File: src/rtl/uart_baud_tick_scheduler.sv
// uart_baud_tick_scheduler: NCO-based 16x rx tick and per-bit tx tick generator with bit-aligned reconfiguration
module uart_baud_tick_scheduler #(
  parameter int CLK_FREQUENCY = 100_000_000,
  parameter int DEFAULT_BAUD  = 115_200,
  parameter int OVERSAMPLE    = 16,
  parameter int ACC_WIDTH     = 24,
  localparam int OS_W         = $clog2(OVERSAMPLE)
) (
  input  logic                 clk,
  input  logic                 rst_n,
  input  logic                 enable,
  input  logic                 cfg_valid,
  output logic                 cfg_ready,
  input  logic [ACC_WIDTH-1:0] cfg_increment,
  input  logic [OS_W-1:0]      cfg_phase,
  output logic                 rx_tick,
  output logic                 tx_tick,
  output logic                 running
);
  localparam logic [ACC_WIDTH-1:0] DEFAULT_INC = ACC_WIDTH'((((64'(DEFAULT_BAUD) * 64'(OVERSAMPLE)) << ACC_WIDTH) + 64'(CLK_FREQUENCY) / 2) / 64'(CLK_FREQUENCY));
  typedef enum logic [1:0] {S_IDLE, S_RUN, S_STOPPING} state_t;
  state_t                r_state, w_next;
  logic [ACC_WIDTH-1:0]  r_acc, r_inc;
  logic [OS_W-1:0]       r_os_cnt, r_phase;
  logic                  r_rx, r_tx, r_running;
  logic [ACC_WIDTH:0]    w_sum;
  logic                  w_active, w_fire, w_tx_fire, w_accept, w_clear;
  // Carry detection, handshake and next state; a stop only completes on a tx tick so no bit is cut short
  always_comb begin
    w_sum     = {1'b0, r_acc} + {1'b0, r_inc};
    w_active  = r_state != S_IDLE;
    w_fire    = w_active & w_sum[ACC_WIDTH];
    w_tx_fire = w_fire & (r_os_cnt == r_phase);
    cfg_ready = (r_state == S_IDLE) | (r_tx & (r_state != S_STOPPING));
    w_accept  = cfg_valid & cfg_ready;
    w_next    = enable ? S_RUN :
                (r_state == S_RUN) ? S_STOPPING :
                (r_state == S_STOPPING && r_inc != '0 && !w_tx_fire) ? S_STOPPING : S_IDLE;
    w_clear   = w_accept | (w_next == S_IDLE) | !w_active;
  end
  // State register
  always_ff @(posedge clk or negedge rst_n)
    if (!rst_n) r_state <= S_IDLE;
    else r_state <= w_next;
  // Accumulator, oversample counter, tick outputs and configuration; an accepted config restarts the bit phase
  always_ff @(posedge clk or negedge rst_n)
    if (!rst_n) begin
      r_acc     <= '0;
      r_os_cnt  <= '0;
      r_inc     <= DEFAULT_INC;
      r_phase   <= '0;
      r_rx      <= 1'b0;
      r_tx      <= 1'b0;
      r_running <= 1'b0;
    end else begin
      r_acc     <= w_clear ? '0 : w_sum[ACC_WIDTH-1:0];
      r_os_cnt  <= w_clear ? '0 : r_os_cnt + OS_W'(w_fire);
      r_rx      <= w_fire & !w_accept;
      r_tx      <= w_tx_fire & !w_accept;
      r_running <= w_next != S_IDLE;
      if (w_accept) begin
        r_inc   <= cfg_increment;
        r_phase <= cfg_phase;
      end
    end
  assign rx_tick = r_rx;
  assign tx_tick = r_tx;
  assign running = r_running;
endmodule

File: config.mk
export PLATFORM = sky130hd
export DESIGN_NAME = uart_baud_tick_scheduler
export DESIGN_NICKNAME = d
export VERILOG_FILES = /design/src/rtl/uart_baud_tick_scheduler.sv
export SDC_FILE = /design/constraint.sdc
export NUM_CORES = 1
export LEC_CHECK = 0
export CORE_MARGIN = 1
export CORE_UTILIZATION = 42
export DETAILED_ROUTE_END_ITERATION = 7
export PLACE_DENSITY_LB_ADDON = 0.15
export RECOVER_POWER = 25
export SYNTH_ARGS = -nofsm -noshare
export SYNTH_HDL_FRONTEND = slang
export SYNTH_SLANG_ARGS = --single-unit
File: constraint.sdc
create_clock -name clk -period 9.5 [get_ports clk]
set_input_delay 0.95 -clock clk [delete_from_list [all_inputs] [get_ports clk]]
set_output_delay 0.95 -clock clk [all_outputs]
set_load 0.005 [all_outputs]
==> results of run 1 <==
==> power by group <==
group,switching (W),internal (W)
combinational,0.000262,0.000230
sequential,0.0000395,0.000338
clock,0.000105,0.000182
==> final timing paths <==
check	from	to	slack, ps	cells after the start
worst min register to register	r_phase[1]	r_phase[1]	530	1
worst max-delay path	r_inc[0]	r_os_cnt[2]	5840	15
worst max register to register	r_inc[0]	r_os_cnt[2]	5840	15
worst min-delay path	r_phase[1]	r_phase[1]	530	1
max in group asynchronous	rst_n	r_acc[6]	5890	2
min in group asynchronous	rst_n	r_acc[5]	1790	2
==> kinds of logic (layout without fill, tap and decap cells) <==
logic type / after synthesis / count (layout) / synth area share [%]
xor gates and xnor gates: 21 / 21 / 5.42
adders and majority gates: 27 / 27 / 10.2
and+or+nand+nor: 82 / 82 / 12.1
buffers and inverters: 18 / 65 / 2.43
AOI/OAI and AO/OA: 75 / 75 / 15.2
muxes: 28 / 28 / 9.29
DFF: 61 / 61 / 45.4
==> Yosys cell counts (7+ instances only) <==
library cell   n  share of area, %
o21ai_0        9               1.3
dfrtp_1       48                35
o211ai_1       7               1.5
xor2_1         9               2.3
nor3_1         9               1.3
nor2_1        28               3.1
nand2b_1       7               1.3
a21o_1        10               2.2
mux2_2        28               9.3
dfstp_2       13                10
nand2_1       11               1.2
inv_1         11               1.2
ha_1          26               9.6
a21oi_1       24               3.5
xnor2_1       12               3.1
==> critical path, delay by kind of cell, from the launching register on <==
| kind | cells | cell delay, ps |
|---|---|---|
| and+or+nand+nor | 2 | 180 |
| adders and majority gates | 4 | 800 |
| buffers and inverters | 2 | 160 |
| xor gates and xnor gates | 1 | 160 |
| DFF | 1 | 400 |
| AOI/OAI and AO/OA | 6 | 1830 |
==> per-stage QoR <==
stage / worst slack, ps / utilization (%) / instances / instance area (um2) / power (W)
after floorplan: 6420 / - / 312 / 3390 / 0.000765
after CTS: 5840 / 52.8 / 461 / 4100 / 0.00117
final: 5840 / 52.7 / 461 / 4090 / 0.00116
after global routing: 5060 / 52.7 / 461 / 4090 / 0.00126
after global placement: 6030 / 49.5 / 445 / 3850 / 0.000868
after detailed placement: 5880 / 49.5 / 445 / 3850 / 0.000872
==> layout by cell type, fill, tap and decap left out, types with 6 or more instances in the layout <==
master,n
nor3_1,9
o211ai_1,7
mux2_2,28
ha_1,26
o21ai_0,9
nand2b_1,7
inv_1,11
nor4_1,6
dfrtp_1,48
o21a_1,6
a21oi_1,24
nor2_1,28
a21o_1,10
clkbuf_8,10
dfstp_2,13
nand2_1,11
xnor2_1,12
xor2_1,9
clkdlybuf4s50_1,33
==> registers in the layout (all words and copies together) (netlist names) <==
signal	count
r_acc	24
r_inc	24
r_os_cnt	4
r_phase	4
r_state	2
running	1
rx_tick	1
tx_tick	1
==> area by class of cell <==
type | count | share of cell area, %
inverter | 11 | 1.01
multi-input combinational | 233 | 43.2
clock inverter | 5 | 2.63
sequential | 61 | 37.7
timing repair buffer | 38 | 8.89
clock buffer | 11 | 3.45
tap | 102 | 3.12
==> metal layers <==
| metal | GRT usage (%) | up-vias | part of all wire [%] |
|---|---|---|---|
| li1 | - | 1212 | - |
| met1 | 25.2 | 1161 | 47 |
| met5 | 0 | - | 0 |
| met3 | 6.05 | 14 | 5.0 |
| met4 | 9.11 | 0 | 2.6 |
| met2 | 27.5 | 61 | 45 |
==> run summary, run 1 <==
Peak supply drop: 125 uV
failing checks: max-capacitance violations, max-slew violations
area used by multi-input combinational logic: 1770 um2
maximum fanout encountered on the critical timing path: 4
overflow left after global routing: 0
fraction of layout cells with a size suffix above 1: 18.4%
floorplan core area: 7770 um2
clock period minus final worst setup slack: 3660 ps
Filler Cells Inserted: 720
via-per-instance ratio: 5.31
Power Density: 283 nW/um2
initial drt markers: 112
number of nets with antenna violations after routing: 0
Pleak: 1.79 nW
Tightest Pin Transition: 3250 ps
TritonRoute pass-1 iters: 4
startpoint-to-endpoint class of the critical path: flip-flop to flip-flop
clock tree from TritonCTS: built
die footprint: 8450 um2
via count: 2448
Max Clock Skew: 10.9 ps
global-route wire length before repair: 12100 um
hold_ws: 532 ps
synthesis-stage register bit count: 61
Main synth FF type: dfrtp_1
worst hold-check path type: flip-flop to flip-flop
number of H-tree branching levels: 3
total of hold buffers inserted after clock tree synthesis: 0
clock sink count: 61
initial core utilization: 43.7%
max_cap viols: 1
normalized max-slew margin: -117%
area added between synthesis and finish: 20.6%
unrepaired setup endpoints after global routing: no
Die Y: 91.9 um
HPWL Detailed: 4940 um
setup-violating endpoint count in the final report: 0
number of synthesis warnings: 0
clock transition at the register clock pins on the worst setup and hold paths after CTS: 70 ps
cell with the largest stage delay on the worst path: a2111oi_1
average wire length per cell after detail routing: 15.0 um
clock root buffer: clkbuf_8
Die Width: 91.9 um
number of standard cells after synthesis: 312
antenna diode count: 0
number of global-route vias before repair: 2453
source-to-sink clock delay at the later pin of the worst-skew pair: 350 ps
Max Root-Sink Buffers: 2
post-synthesis net count: 371
largest net degree at the start of global routing: 62
ordered cell list for the critical path: ha_1 > inv_1 > fa_1 > nand2b_1 > a21oi_1 > a2111oi_1 > o21bai_2 > a31oi_2 > o31ai_1 > a21boi_0 > inv_1 > ha_1 > ha_1 > xnor2_1 > nor2_1
final worst path period share: 38.6%
Worst setup SP type: flip-flop
Num CTS Buffers: 9
distinct cell type count of the synthesized netlist: 44
portion of the post-synthesis area used by sequential elements: 45.4%
endpoint kind of the worst setup timing path: flip-flop
final number of hold-violating endpoints: 0
total track usage: 18.8%
net total in the final layout: 413
FFs w/ async S/R, synth: 100%
final count of pins violating max slew: 62
wire length after detailed routing: 6890 um
required time at the worst-slack endpoint: 9720 ps
input/output buffers: 35
maximum operating frequency: 273 MHz
flip-flop and latch area: 1540 um2
Placement Rows: 32
Setup TNS: 0 ps
cts repair resizes: 0
most frequent CP cell: ha_1
status: finished, violations left
number of enable flip-flop cells after synthesis: 0
Boundary Pins: 36
syn avg cell area: 10.9 um2
signal arrival time at the worst endpoint: 3880 ps
DRC violations left: 0
delay contributed by the slowest stage of the critical path: 620 ps
placer congestion estimate: 0.785
Post-CTS Repair Setup Buffers: 0
post-synth design cell area: 3390 um2
initial antenna violation count: 0
Note: power is estimated with default switching activity, not from simulation.
==> inputs of run 2 (changes only) <==
clock period = 3.4 ns   (was 9.5 ns; I/O delays follow)
==> run summary, run 2 (synthesized netlist as in run 1, its figures left out) <==
HPWL Detailed: 5390 um (was 4940 um)
maximum operating frequency: 316 MHz (was 273 MHz)
final instance area: 4180 um2 (was 4090 um2)
reg2reg path depth: 14 (was 15)
number of global-route vias before repair: 2566 (was 2453)
clock transition at the register clock pins on the worst setup and hold paths after CTS: 80 ps (was 70 ps)
Setup TNS: 0 ps (unchanged)
global-route wire length before repair: 12300 um (was 12100 um)
Worst setup SP type: flip-flop (unchanged)
Power Density: 784 nW/um2 (was 283 nW/um2)
net total in the final layout: 424 (was 413)
most frequent CP cell: buf_4 (was ha_1)
ordered cell list for the critical path: inv_1 > fa_1 > nand2b_1 > a21oi_2 > a2111oi_1 > buf_4 > o21bai_4 > a31oi_2 > buf_4 > o311a_1 > o311ai_4 > buf_6 > buf_2 > nor2_1 (was ha_1 > inv_1 > fa_1 > nand2b_1 > a21oi_1 > a2111oi_1 > o21bai_2 > a31oi_2 > o31ai_1 > a21boi_0 > inv_1 > ha_1 > ha_1 > xnor2_1 > nor2_1)
max_cap viols: 0 (was 1)
critical register-to-register path startpoint: r_inc[1] (was r_inc[0])
Cells on Worst Hold Path: 1 (unchanged)
final count of pins violating max slew: 0 (was 62)
signal arrival time at the worst endpoint: 3410 ps (was 3880 ps)
launching element of the worst setup path: r_inc[1] (was r_inc[0])
clock sink count: 61 (unchanged)
placer congestion estimate: 0.821 (was 0.785)
setup-violating endpoint count in the final report: 0 (unchanged)
endpoint of the most critical register-to-register path: r_acc[4] (was r_os_cnt[2])
Die Width: 91.9 um (unchanged)
initial core utilization: 43.7% (unchanged)
maximum fanout encountered on the critical timing path: 5 (was 4)
fraction of layout cells with a size suffix above 1: 21.1% (was 18.4%)
status: completed (was finished, violations left)
Max Root-Sink Buffers: 2 (unchanged)
clock period minus final worst setup slack: 3170 ps (was 3660 ps)
Max Clock Skew: 10.6 ps (was 10.9 ps)
total track usage: 18.9% (was 18.8%)
area added between synthesis and finish: 23.2% (was 20.6%)
input/output buffers: 35 (unchanged)
DRC violations left: 0 (unchanged)
floorplan core area: 7770 um2 (unchanged)
TritonRoute pass-1 iters: 4 (unchanged)
clock tree from TritonCTS: built (unchanged)
number of H-tree branching levels: 3 (unchanged)
initial antenna violation count: 0 (unchanged)
average wire length per cell after detail routing: 15.3 um (was 15.0 um)
most common cell after layout, fill and taps aside: dfrtp_1 (unchanged)
source-to-sink clock delay at the later pin of the worst-skew pair: 340 ps (was 350 ps)
origin of the worst min-delay path: r_phase[2] (was r_phase[1])
Tightest Pin Transition: 1290 ps (was 3250 ps)
final number of hold-violating endpoints: 0 (unchanged)
via count: 2503 (was 2448)
startpoint-to-endpoint class of the critical path: flip-flop to flip-flop (unchanged)
endpoint kind of the worst setup timing path: flip-flop (unchanged)
number of nets with antenna violations after routing: 0 (unchanged)
Boundary Pins: 36 (unchanged)
Placement Rows: 32 (unchanged)
largest net degree at the start of global routing: 25 (was 62)
die footprint: 8450 um2 (unchanged)
wire length after detailed routing: 7220 um (was 6890 um)
delay contributed by the slowest stage of the critical path: 560 ps (was 620 ps)
normalized max-slew margin: 14.2% (was -117%)
cell with the largest stage delay on the worst path: dfstp_2 (was a2111oi_1)
overflow left after global routing: 0 (unchanged)
Num CTS Buffers: 9 (unchanged)
Pleak: 1.82 nW (was 1.79 nW)
worst hold-check path type: flip-flop to flip-flop (unchanged)
unrepaired setup endpoints after global routing: no (unchanged)
hold worst-path end: r_phase[2] (was r_phase[1])
total placed cells including tap cells: 452 (was 445)
Post-Layout Cell Count: 472 (was 461)
area after detailed placement: 3900 um2 (was 3850 um2)
most used cells in the layout excluding fill and tap cells: dfrtp_1 (48), clkdlybuf4s50_1 (33), nor2_1 (28), mux2_2 (28), ha_1 (25) (was dfrtp_1 (48), clkdlybuf4s50_1 (33), nor2_1 (28), mux2_2 (28), ha_1 (26))
Peak supply drop: 369 uV (was 125 uV)
setup slack of the worst register-to-register path: 230 ps (was 5840 ps)
final worst path period share: 93.2% (was 38.6%)
Die Y: 91.9 um (unchanged)
required time at the worst-slack endpoint: 3640 ps (was 9720 ps)
clock root buffer: clkbuf_8 (unchanged)
initial drt markers: 68 (was 112)
via-per-instance ratio: 5.30 (was 5.31)
top flop regs: r_acc x24, r_inc x24 (unchanged)
antenna diode count: 0 (unchanged)
-- run 2: changes by cell type in the layout (fill, tap and decap cells not counted), sizes merged --
cell | before | now
bufinv | 3 | 2
buf | 3 | 11
inv | 11 | 14
dlygate4sd3 | 1 | 2
-- run 2: timing repair --
action                     4_1_cts  5_1_grt
hold endpoints to repair        12        0
setup endpoints to repair        3       28
pin swaps                        1        2
resized for setup                1        8
cloned                           0        1
buffers inserted                 1        1
hold buffers                     1        0
-- run 2: worst max path at each step --
stage,endpoint,depth (start not counted)
2_1_floorplan,r_os_cnt[2],15
3_3_place_gp,r_acc[6],13
3_5_place_dp,r_acc[6],13
4_1_cts,r_acc[17],13
5_1_grt,r_acc[1],14
6_report,r_acc[4],14
-- run 2: layout make-up --
class / instances / area (um2)
clock inverters: 7 / 104
fillers: 708 / 3580
well taps: 102 / 128
flip-flops and latches: 61 / 1540
multi-input cells: 233 / 1790
inverters: 11 / 41.3
repair buffers: 49 / 457
clock buffers: 9 / 124
-- run 2: metal layers --
layer	GRT usage, %	wire (um)
met1	25.6	3580
met3	4.39	211
met5	0	0
met4	6.38	119
met2	29.7	3300
-- run 2: through the flow --
| stage | total power (W) | worst slack, ps | hold slack, ps | utilization (%) |
|---|---|---|---|---|
| 2_1_floorplan | 0.00214 | 325 | 44.4 | - |
| 3_3_place_gp | 0.00247 | 129 | 294 | 50.2 |
| 3_5_place_dp | 0.00250 | 7.56 | 298 | 50.2 |
| 4_1_cts | 0.00327 | 7.93 | 462 | 53.4 |
| 5_1_grt | 0.00353 | 31.7 | 553 | 53.8 |
| 6_report | 0.00328 | 231 | 530 | 53.8 |
-- run 2: worst max-delay path: cells and delay by family (launching register included) --
family	cells	cell delay, ps
AND/OR/NAND/NOR	2	250
adder cells (fa/ha/maj)	1	420
flip-flops	1	560
AO/OA/AOI/OAI	6	1130
buffers and inverters	5	720
-- run 2: where the power goes --
group	switching (W)	internal, W
sequential	0.000111	0.000945
combinational	0.000774	0.000698
clock	0.000329	0.000423
total	0.00121	0.00207
==> inputs of run 3 (changes only) <==
GPL_TIMING_DRIVEN = 0   (was default)
SLEW_MARGIN = 40   (was default)
==> run summary, run 3 (synthesized netlist as in run 1, its figures left out) <==
relative contribution of the clock network to total power: 21.4% (was 22.9%)
via-per-instance ratio: 5.35 (was 5.30)
final number of hold-violating endpoints: 0 (unchanged)
DRC violations left: 0 (unchanged)
number of H-tree branching levels: 3 (unchanged)
floorplan core area: 7770 um2 (unchanged)
unrepaired setup endpoints after global routing: no (unchanged)
global-route wire length before repair: 12200 um (was 12300 um)
area used by multi-input combinational logic: 1820 um2 (was 1790 um2)
power share of the sequential group: 32.7% (was 32.2%)
average wire length per cell after detail routing: 15.2 um (was 15.3 um)
Worst setup SP type: flip-flop (unchanged)
Max Root-Sink Buffers: 2 (unchanged)
worst hold-check path type: flip-flop to flip-flop (unchanged)
initial antenna violation count: 0 (unchanged)
HPWL Detailed: 5220 um (was 5390 um)
setup-violating endpoint count in the final report: 0 (unchanged)
placer congestion estimate: 0.847 (was 0.821)
cell with the largest stage delay on the worst path: o311a_1 (was dfstp_2)
net switching fraction of the power: 37.0% (about the same)
Peak supply drop: 338 uV (was 369 uV)
endpoint kind of the worst setup timing path: flip-flop (unchanged)
via count: 2515 (was 2503)
initial core utilization: 43.7% (unchanged)
kind of cell adding the most delay to the critical path: compound AO/OA/AOI/OAI gates (unchanged)
net total in the final layout: 422 (was 424)
largest net degree at the start of global routing: 43 (was 25)
fraction of layout cells with a size suffix above 1: 19.6% (was 21.1%)
top flop regs: r_acc x24, r_inc x24 (unchanged)
Tightest Pin Transition: 1120 ps (was 1290 ps)
Placement Rows: 32 (unchanged)
antenna diode count: 0 (unchanged)
Cell Int Power: 0.00203 W (was 0.00207 W)
TritonRoute pass-1 iters: 4 (unchanged)
number of nets with antenna violations after routing: 0 (unchanged)
Filler Cells Inserted: 718 (was 708)
clock tree from TritonCTS: built (unchanged)
input/output buffers: 35 (unchanged)
most common cell after layout, fill and taps aside: dfrtp_1 (unchanged)
ordered cell list for the critical path: ha_1 > inv_1 > fa_1 > nand2b_1 > a21oi_4 > a2111oi_4 > o21bai_2 > a31oi_4 > o311a_1 > o311ai_4 > buf_4 > buf_6 > nor2_1 (was inv_1 > fa_1 > nand2b_1 > a21oi_2 > a2111oi_1 > buf_4 > o21bai_4 > a31oi_2 > buf_4 > o311a_1 > o311ai_4 > buf_6 > buf_2 > nor2_1)
combinational fraction of design power: 46.0% (was 44.9%)
source-to-sink clock delay at the later pin of the worst-skew pair: 330 ps (was 340 ps)
hold_ws: 534 ps (was 530 ps)
Buf/Inv on CP: 3 (was 5)
clock period minus final worst setup slack: 3180 ps (was 3170 ps)
maximum fanout encountered on the critical timing path: 10 (was 5)
startpoint-to-endpoint class of the critical path: flip-flop to flip-flop (unchanged)
max_cap viols: 0 (unchanged)
initial drt markers: 69 (was 68)
most used cells in the layout excluding fill and tap cells: dfrtp_1 (48), clkdlybuf4s50_1 (33), nor2_1 (28), mux2_2 (28), ha_1 (26) (was dfrtp_1 (48), clkdlybuf4s50_1 (33), nor2_1 (28), mux2_2 (28), ha_1 (25))
wire length after detailed routing: 7120 um (was 7220 um)
Boundary Pins: 36 (unchanged)
die footprint: 8450 um2 (unchanged)
signal arrival time at the worst endpoint: 3400 ps (was 3410 ps)
Power Density: 775 nW/um2 (was 784 nW/um2)
area added between synthesis and finish: 22.7% (was 23.2%)
Max Clock Skew: 10.0 ps (was 10.6 ps)
clock sink count: 61 (unchanged)
area after detailed placement: 3890 um2 (was 3900 um2)
overflow left after global routing: 0 (unchanged)
final worst path period share: 93.6% (was 93.2%)
Pleak: 1.81 nW (was 1.82 nW)
status: completed (unchanged)
final instance area: 4170 um2 (was 4180 um2)
flip-flop and latch area: 1540 um2 (unchanged)
delay contributed by the slowest stage of the critical path: 430 ps (was 560 ps)
Num CTS Buffers: 9 (unchanged)
maximum operating frequency: 314 MHz (was 316 MHz)
clock root buffer: clkbuf_8 (unchanged)
clock transition at the register clock pins on the worst setup and hold paths after CTS: 70 ps (was 80 ps)
total track usage: 18.6% (was 18.9%)
final count of pins violating max slew: 0 (unchanged)
Die Y: 91.9 um (unchanged)
Die Width: 91.9 um (unchanged)
net switching power of the design: 0.00119 W (was 0.00121 W)
required time at the worst-slack endpoint: 3620 ps (was 3640 ps)
number of global-route vias before repair: 2559 (was 2566)
normalized max-slew margin: 25.2% (was 14.2%)
run 3: layer usage:
layer	track usage, %	part of all wire (%)
met1	24.9	47
met2	29.4	47
met3	3.48	3.8
met4	7.94	1.9
met5	0	0
run 3: layout make-up:
class	count	share of cell area [%]
timing repair buffer	40	9.16
sequential	61	37.0
tap	102	3.06
clock buffer	11	3.15
inverter	11	0.991
clock inverter	5	1.80
multi-input combinational	233	43.8
buffer	7	0.991
run 3: what timing repair did:
action,4_1_cts,5_1_grt
buffers inserted,3,0
endpoints found under the hold margin,15,0
cloned,0,0
hold buffers,1,0
resized for setup,4,5
endpoints found under the setup margin,21,22
pin swaps,1,0
run 3: through the flow:
step / total power, W / util, % / worst slack (ps) / setup TNS (ps) / std cells
global placement: 0.00242 / 49.9 / -326 / -5510 / 449
floorplan: 0.00214 / - / 325 / 0 / 312
CTS: 0.00320 / 53.4 / 13.9 / 0 / 470
global route: 0.00348 / 53.6 / 2.63 / 0 / 470
finish: 0.00323 / 53.6 / 217 / 0 / 470
detailed placement: 0.00245 / 50.1 / -307 / -880 / 450
run 3: final timing paths:
check,to,slack (ps),startpoint,cells after the start
max,r_acc[16],220,r_inc[0],13
min,r_phase[0],530,r_phase[0],1
max reg2reg,r_acc[16],220,r_inc[0],13
min reg2reg,r_phase[0],530,r_phase[0],1
max in group asynchronous,r_inc[16],1050,rst_n,3
min in group asynchronous,r_acc[23],750,rst_n,2
run 3: power groups by stage:
stage               sequential, W  combinational [W]  clock, W
floorplan                 0.00103            0.00111         0
global placement          0.00106            0.00135         0
detailed placement        0.00107            0.00138         0
CTS                       0.00106            0.00143  0.000707
global route              0.00108            0.00166  0.000737
finish                    0.00105            0.00148  0.000689
==> RTL edit 1 (flow settings as in run 3) <==
The 3 states of `state_t` get a one-hot encoding in 3 bits.
--- a/src/rtl/uart_baud_tick_scheduler.sv
+++ b/src/rtl/uart_baud_tick_scheduler.sv
@@ -18,7 +18,7 @@
   output logic                 running
 );
   localparam logic [ACC_WIDTH-1:0] DEFAULT_INC = ACC_WIDTH'((((64'(DEFAULT_BAUD) * 64'(OVERSAMPLE)) << ACC_WIDTH) + 64'(CLK_FREQUENCY) / 2) / 64'(CLK_FREQUENCY));
-  typedef enum logic [1:0] {S_IDLE, S_RUN, S_STOPPING} state_t;
+  typedef enum logic [2:0] {S_IDLE = 3'b001, S_RUN = 3'b010, S_STOPPING = 3'b100} state_t;
   state_t                r_state, w_next;
   logic [ACC_WIDTH-1:0]  r_acc, r_inc;
   logic [OS_W-1:0]       r_os_cnt, r_phase;
Check against the original RTL: same outputs for any inputs over 10 cycles, from zero or initial values and one cycle with rst_n low; not proved beyond that.
==> RTL edit 1 against run 3 <==
- the run now ends with max-capacitance violations, max-slew violations left
- setup slack improved by 0.056 ns
- area after synthesis increased by 10%
- core utilization decreased by 2.1 points
- die area increased by 10%
- worst hold slack improved by 0.0055 ns
- final area increased by 7.4%
- via count increased by 6.2%
- final cell count increased by 7.2%
- sequential cell count increased by 1
- routed wire length increased by 6.6%
- first-iteration DRC count increased by 29%
- power increased by 38%
- critical path type unchanged
- largest power group unchanged
==> RTL edit 1: results (changes against run 3) <==
Final layout
The count of placed standard cells in the final layout, fillers left out was 504 (+7.2%). The share of layout cells above drive strength 1 was 0.230 (+0.0341). The final-stage net count is 450 (+6.6%).

Min path
The type of the tightest min-delay check is input port to flop.

Synthesis
The total nets after synthesis is 402 (+8.4%). By area the synthesized netlist is led by sky130_fd_sc_hd__dfrtp_1 32%, sky130_fd_sc_hd__dfstp_2 9.8%, sky130_fd_sc_hd__ha_1 8.7%, sky130_fd_sc_hd__mux2_2 8.1%, sky130_fd_sc_hd__nor2_4 4.8%. The commonest cells after synthesis are 48 x sky130_fd_sc_hd__dfrtp_1, 27 x sky130_fd_sc_hd__mux2_2, 26 x sky130_fd_sc_hd__ha_1. The register area share after synthesis came to 0.419 (-0.0359). The gate count after technology mapping is 343 (+9.9%).

Clock network
The insertion delay of the later-clocked pin in the worst-skew pair is 0.35 ns (+0.02 ns). The post-cts sizing count came to 0 (-4). The post-CTS setup-driven buffer insertion count came to 0 (-3).

Placed design
The placer congestion estimate is 0.774 (-8.6%). The placement-stage worst setup slack is 0.269 ns (+0.576 ns). The post-placement cell area came to 4250 sq um (+9.3%). The placed wire-length estimate after detailed placement is 5750 um (+10%).

The post-placement cell count is 487 (+8.2%).

Pwr
The leakage power is 0.00186 uW (+3.0%). The net switching power is 1860 uW (+56%). The worst IR drop on VDD was 350 uV (+3.5%).

Drt
The number of violations reported at the end of detailed-routing iteration 0 was 89 (+29%). The vias per cell was 5.30 (-1.0%).

Job
The count of max-cap constraint violations is 1 (+1).

Timing
The transition time at the pin with the least slew margin came to 1.83 ns (+0.712 ns). The total count of max-transition violations in the final report was 33 (+33). The worst-case clock skew is 0.0135 ns (+0.00348 ns).

Global routing
The via count of the first global-routing pass is 2708 (+5.8%). The maximum number of pins on one net before global-route repair is 34 (-21%). The total global routing track utilization is 0.187 (+0.00116).

Critical path
The arrival time at the worst endpoint is 3.36 ns (-0.04 ns). The largest fanout of any net on the critical path came to 6 (-4).

Run status
The checks that failed: max-capacitance violations, max-slew violations. The flow ran to the end, but the final reports show violations.
## RTL edit 1: cell types whose count changed in the layout (fill, tap and decap cells not counted), moves of 4 or more
cell	run 3	this run
sky130_fd_sc_hd__nand2_1	11	18
sky130_fd_sc_hd__nor2_2	0	4
sky130_fd_sc_hd__nor2_4	0	16
sky130_fd_sc_hd__nor3_1	9	2
sky130_fd_sc_hd__xnor2_1	12	18
## RTL edit 1: cell families (layout without fill, tap and decap cells)
family | count (synthesis) | in the layout | share of synthesized area
buffers and inverters | 25 | 78 | 0.0377
multiplexers | 28 | 28 | 0.0838
XOR/XNOR | 29 | 29 | 0.0678
AO/OA/AOI/OAI | 73 | 73 | 0.140
adder cells (fa/ha/maj) | 27 | 27 | 0.0921
AND/OR/NAND/NOR | 99 | 99 | 0.161
flip-flops | 62 | 62 | 0.419
## RTL edit 1: path summary, 6_finish.rpt
kind                            slack [ns]  cells after the start     endpoint             start
max in group asynchronous             1.31                      2     r_inc[3]             rst_n
worst max-delay path                  0.27                     12  r_os_cnt[2]          r_inc[1]
worst min register to register        0.54                      1   r_phase[3]        r_phase[3]
worst min-delay path                  0.54                      3     r_inc[1]  cfg_increment[1]
min in group asynchronous             1.03                      2    r_acc[17]             rst_n
worst max register to register        0.27                     12  r_os_cnt[2]          r_inc[1]
## RTL edit 1: power by group through the flow
| stage | combinational (uW) | clock [uW] | sequential (uW) |
|---|---|---|---|
| CTS | 2470 | 737 | 1300 |
| global route | 2770 | 764 | 1330 |
| finish | 2460 | 712 | 1290 |
| floorplan | 2050 | 0 | 1230 |
| global placement | 2420 | 0 | 1300 |
| detailed placement | 2450 | 0 | 1310 |
## RTL edit 1: area by class of cell
type / instances / area (sq um)
Clock inverter: 6 / 86.3
Timing Repair Buffer: 37 / 374
Tap cell: 108 / 135
Sequential cell: 62 / 1570
Inverter: 14 / 52.6
Fill cell: 814 / 4210
Buffer: 11 / 88.8
Multi-Input combinational cell: 256 / 2040
Clock buffer: 10 / 128
## RTL edit 1: worst max-delay path, stage by stage, from the launching register on
cell,delay [ns]
sky130_fd_sc_hd__dfstp_2,0.55
sky130_fd_sc_hd__inv_1,0.07
sky130_fd_sc_hd__fa_1,0.42
sky130_fd_sc_hd__nand2b_1,0.18
sky130_fd_sc_hd__a21o_1,0.20
sky130_fd_sc_hd__a211oi_2,0.38
sky130_fd_sc_hd__a21oi_4,0.16
sky130_fd_sc_hd__o31a_2,0.38
sky130_fd_sc_hd__nor2_1,0.10
sky130_fd_sc_hd__ha_1,0.19
sky130_fd_sc_hd__ha_1,0.17
sky130_fd_sc_hd__xnor2_1,0.16
sky130_fd_sc_hd__nor2_4,0.04
## RTL edit 1: routing by layer
layer  global-route usage  wire, um
met5                    0         0
met4               0.0809       120
met3               0.0305       219
met2                0.300      3610
met1                0.248      3650
==> RTL edit 2 (flow settings as in run 3) <==
Made on the original files. `ACC_WIDTH`: 24 -> 20.
--- a/src/rtl/uart_baud_tick_scheduler.sv
+++ b/src/rtl/uart_baud_tick_scheduler.sv
@@ -3,7 +3,7 @@
   parameter int CLK_FREQUENCY = 100_000_000,
   parameter int DEFAULT_BAUD  = 115_200,
   parameter int OVERSAMPLE    = 16,
-  parameter int ACC_WIDTH     = 24,
+  parameter int ACC_WIDTH     = 20,
   localparam int OS_W         = $clog2(OVERSAMPLE)
 ) (
   input  logic                 clk,
Ports: changed (resized cfg_increment); port bits go from 36 to 32. No check against the original RTL was run, so the function may have changed too.
==> RTL edit 2 against run 3 <==
- routed wire length shrank 6.9%
- fmax grew 8.3%
- final area shrank 11%
- area after synthesis fell by 7.1%
- power shrank 17%
- non-clock buffer count is 6 lower
- setup slack better by 0.24 ns
- sequential cell count decreased by 8
- global-route usage is 0.081 points higher
==> RTL edit 2: results (changes against run 3) <==
Critical path
In this run the critical register-to-register path is launched from r_inc[0]. The worst register-to-register path ends at r_os_cnt[1].

Placed design
The count of buffers from port buffering is 31 (-11%). The placer congestion estimate is 0.823 (-2.8%).

Global routing
The first-pass GRT wire length came to 11200 um (-8.1%). The via count of the first global-routing pass is 2315 (-9.5%). The met1 track demand over resource is 0.244 (-0.00547). The met3 global-route usage came to 0.0382 (+0.00342). The fraction of met2 tracks used by global routing is 0.317 (+0.0240).

Final layout
The number of fill cells in the layout came to 681 (-5.2%). The final-stage net count came to 385 (-8.8%). The non-clock buffer area fraction after layout was 0.105 (+0.00394). The number of clock buffers in the layout came to 6 (-5).

Drt
The number of violations reported at the end of detailed-routing iteration 0 is 70 (+1.4%). The routed metal-1 wirelength was 3160 um (-6.1%).

Clock network
The H-tree depth reported by CTS came to 2 (-1). The insertion delay of the later-clocked pin in the worst-skew pair came to 0.31 ns (-0.02 ns). The clock transition at the registers of the reported paths is 0.11 ns (+0.04 ns). The post-cts sizing count is 0 (-4). The total CTS buffers is 5 (-4).

Synthesis
The total nets after synthesis is 345 (-7.0%). The total of flip-flops plus latches after synthesis is 53 (-13%).

Run status
The flow ran to the end, and the final reports show no timing, DRC or antenna violations.

Pwr
The net switching fraction of the power was 0.399 (+0.0295).

Timing
The headroom to the max-slew limit is 0.423 (+0.171).
## RTL edit 2: power groups by stage
stage | Clock (uW) | Sequential, uW | Combinational [uW]
CTS | 380 | 914 | 1390
floorplan | 0 | 894 | 1110
finish | 363 | 911 | 1390
global placement | 0 | 922 | 1350
detailed placement | 0 | 926 | 1380
global route | 402 | 931 | 1570
## RTL edit 2: worst max-delay path: stages (launching register included)
cell                       delay, ns
sky130_fd_sc_hd__dfstp_2        0.56
sky130_fd_sc_hd__ha_1           0.20
sky130_fd_sc_hd__inv_1          0.07
sky130_fd_sc_hd__fa_1           0.40
sky130_fd_sc_hd__nand2b_1       0.18
sky130_fd_sc_hd__a21o_1         0.21
sky130_fd_sc_hd__a211o_1        0.32
sky130_fd_sc_hd__a21oi_1        0.15
sky130_fd_sc_hd__nor2_1         0.07
sky130_fd_sc_hd__nor2_1         0.12
sky130_fd_sc_hd__ha_1           0.19
sky130_fd_sc_hd__ha_1           0.23
sky130_fd_sc_hd__and3_1         0.14
## RTL edit 2: through the flow
| step | worst slack [ns] | hold slack (ns) | util | instances | instance area, sq um |
|---|---|---|---|---|---|
| 2_1_floorplan | 0.752 | 0.0444 | - | 294 | 3150 |
| 6_report | 0.462 | 0.540 | 0.510 | 434 | 3700 |
| 3_3_place_gp | 0.285 | 0.514 | 0.495 | 424 | 3590 |
| 4_1_cts | 0.443 | 0.422 | 0.511 | 434 | 3700 |
| 3_5_place_dp | 0.475 | 0.214 | 0.497 | 425 | 3610 |
| 5_1_grt | 0.238 | 0.562 | 0.510 | 434 | 3700 |
## RTL edit 2: cells by family after synthesis
family	synth area share
simple gates	0.143
compound gates	0.173
flops	0.425
mux	0.0904
fa+ha+maj	0.0936
xor+xnor	0.0472
buf+inv	0.0286
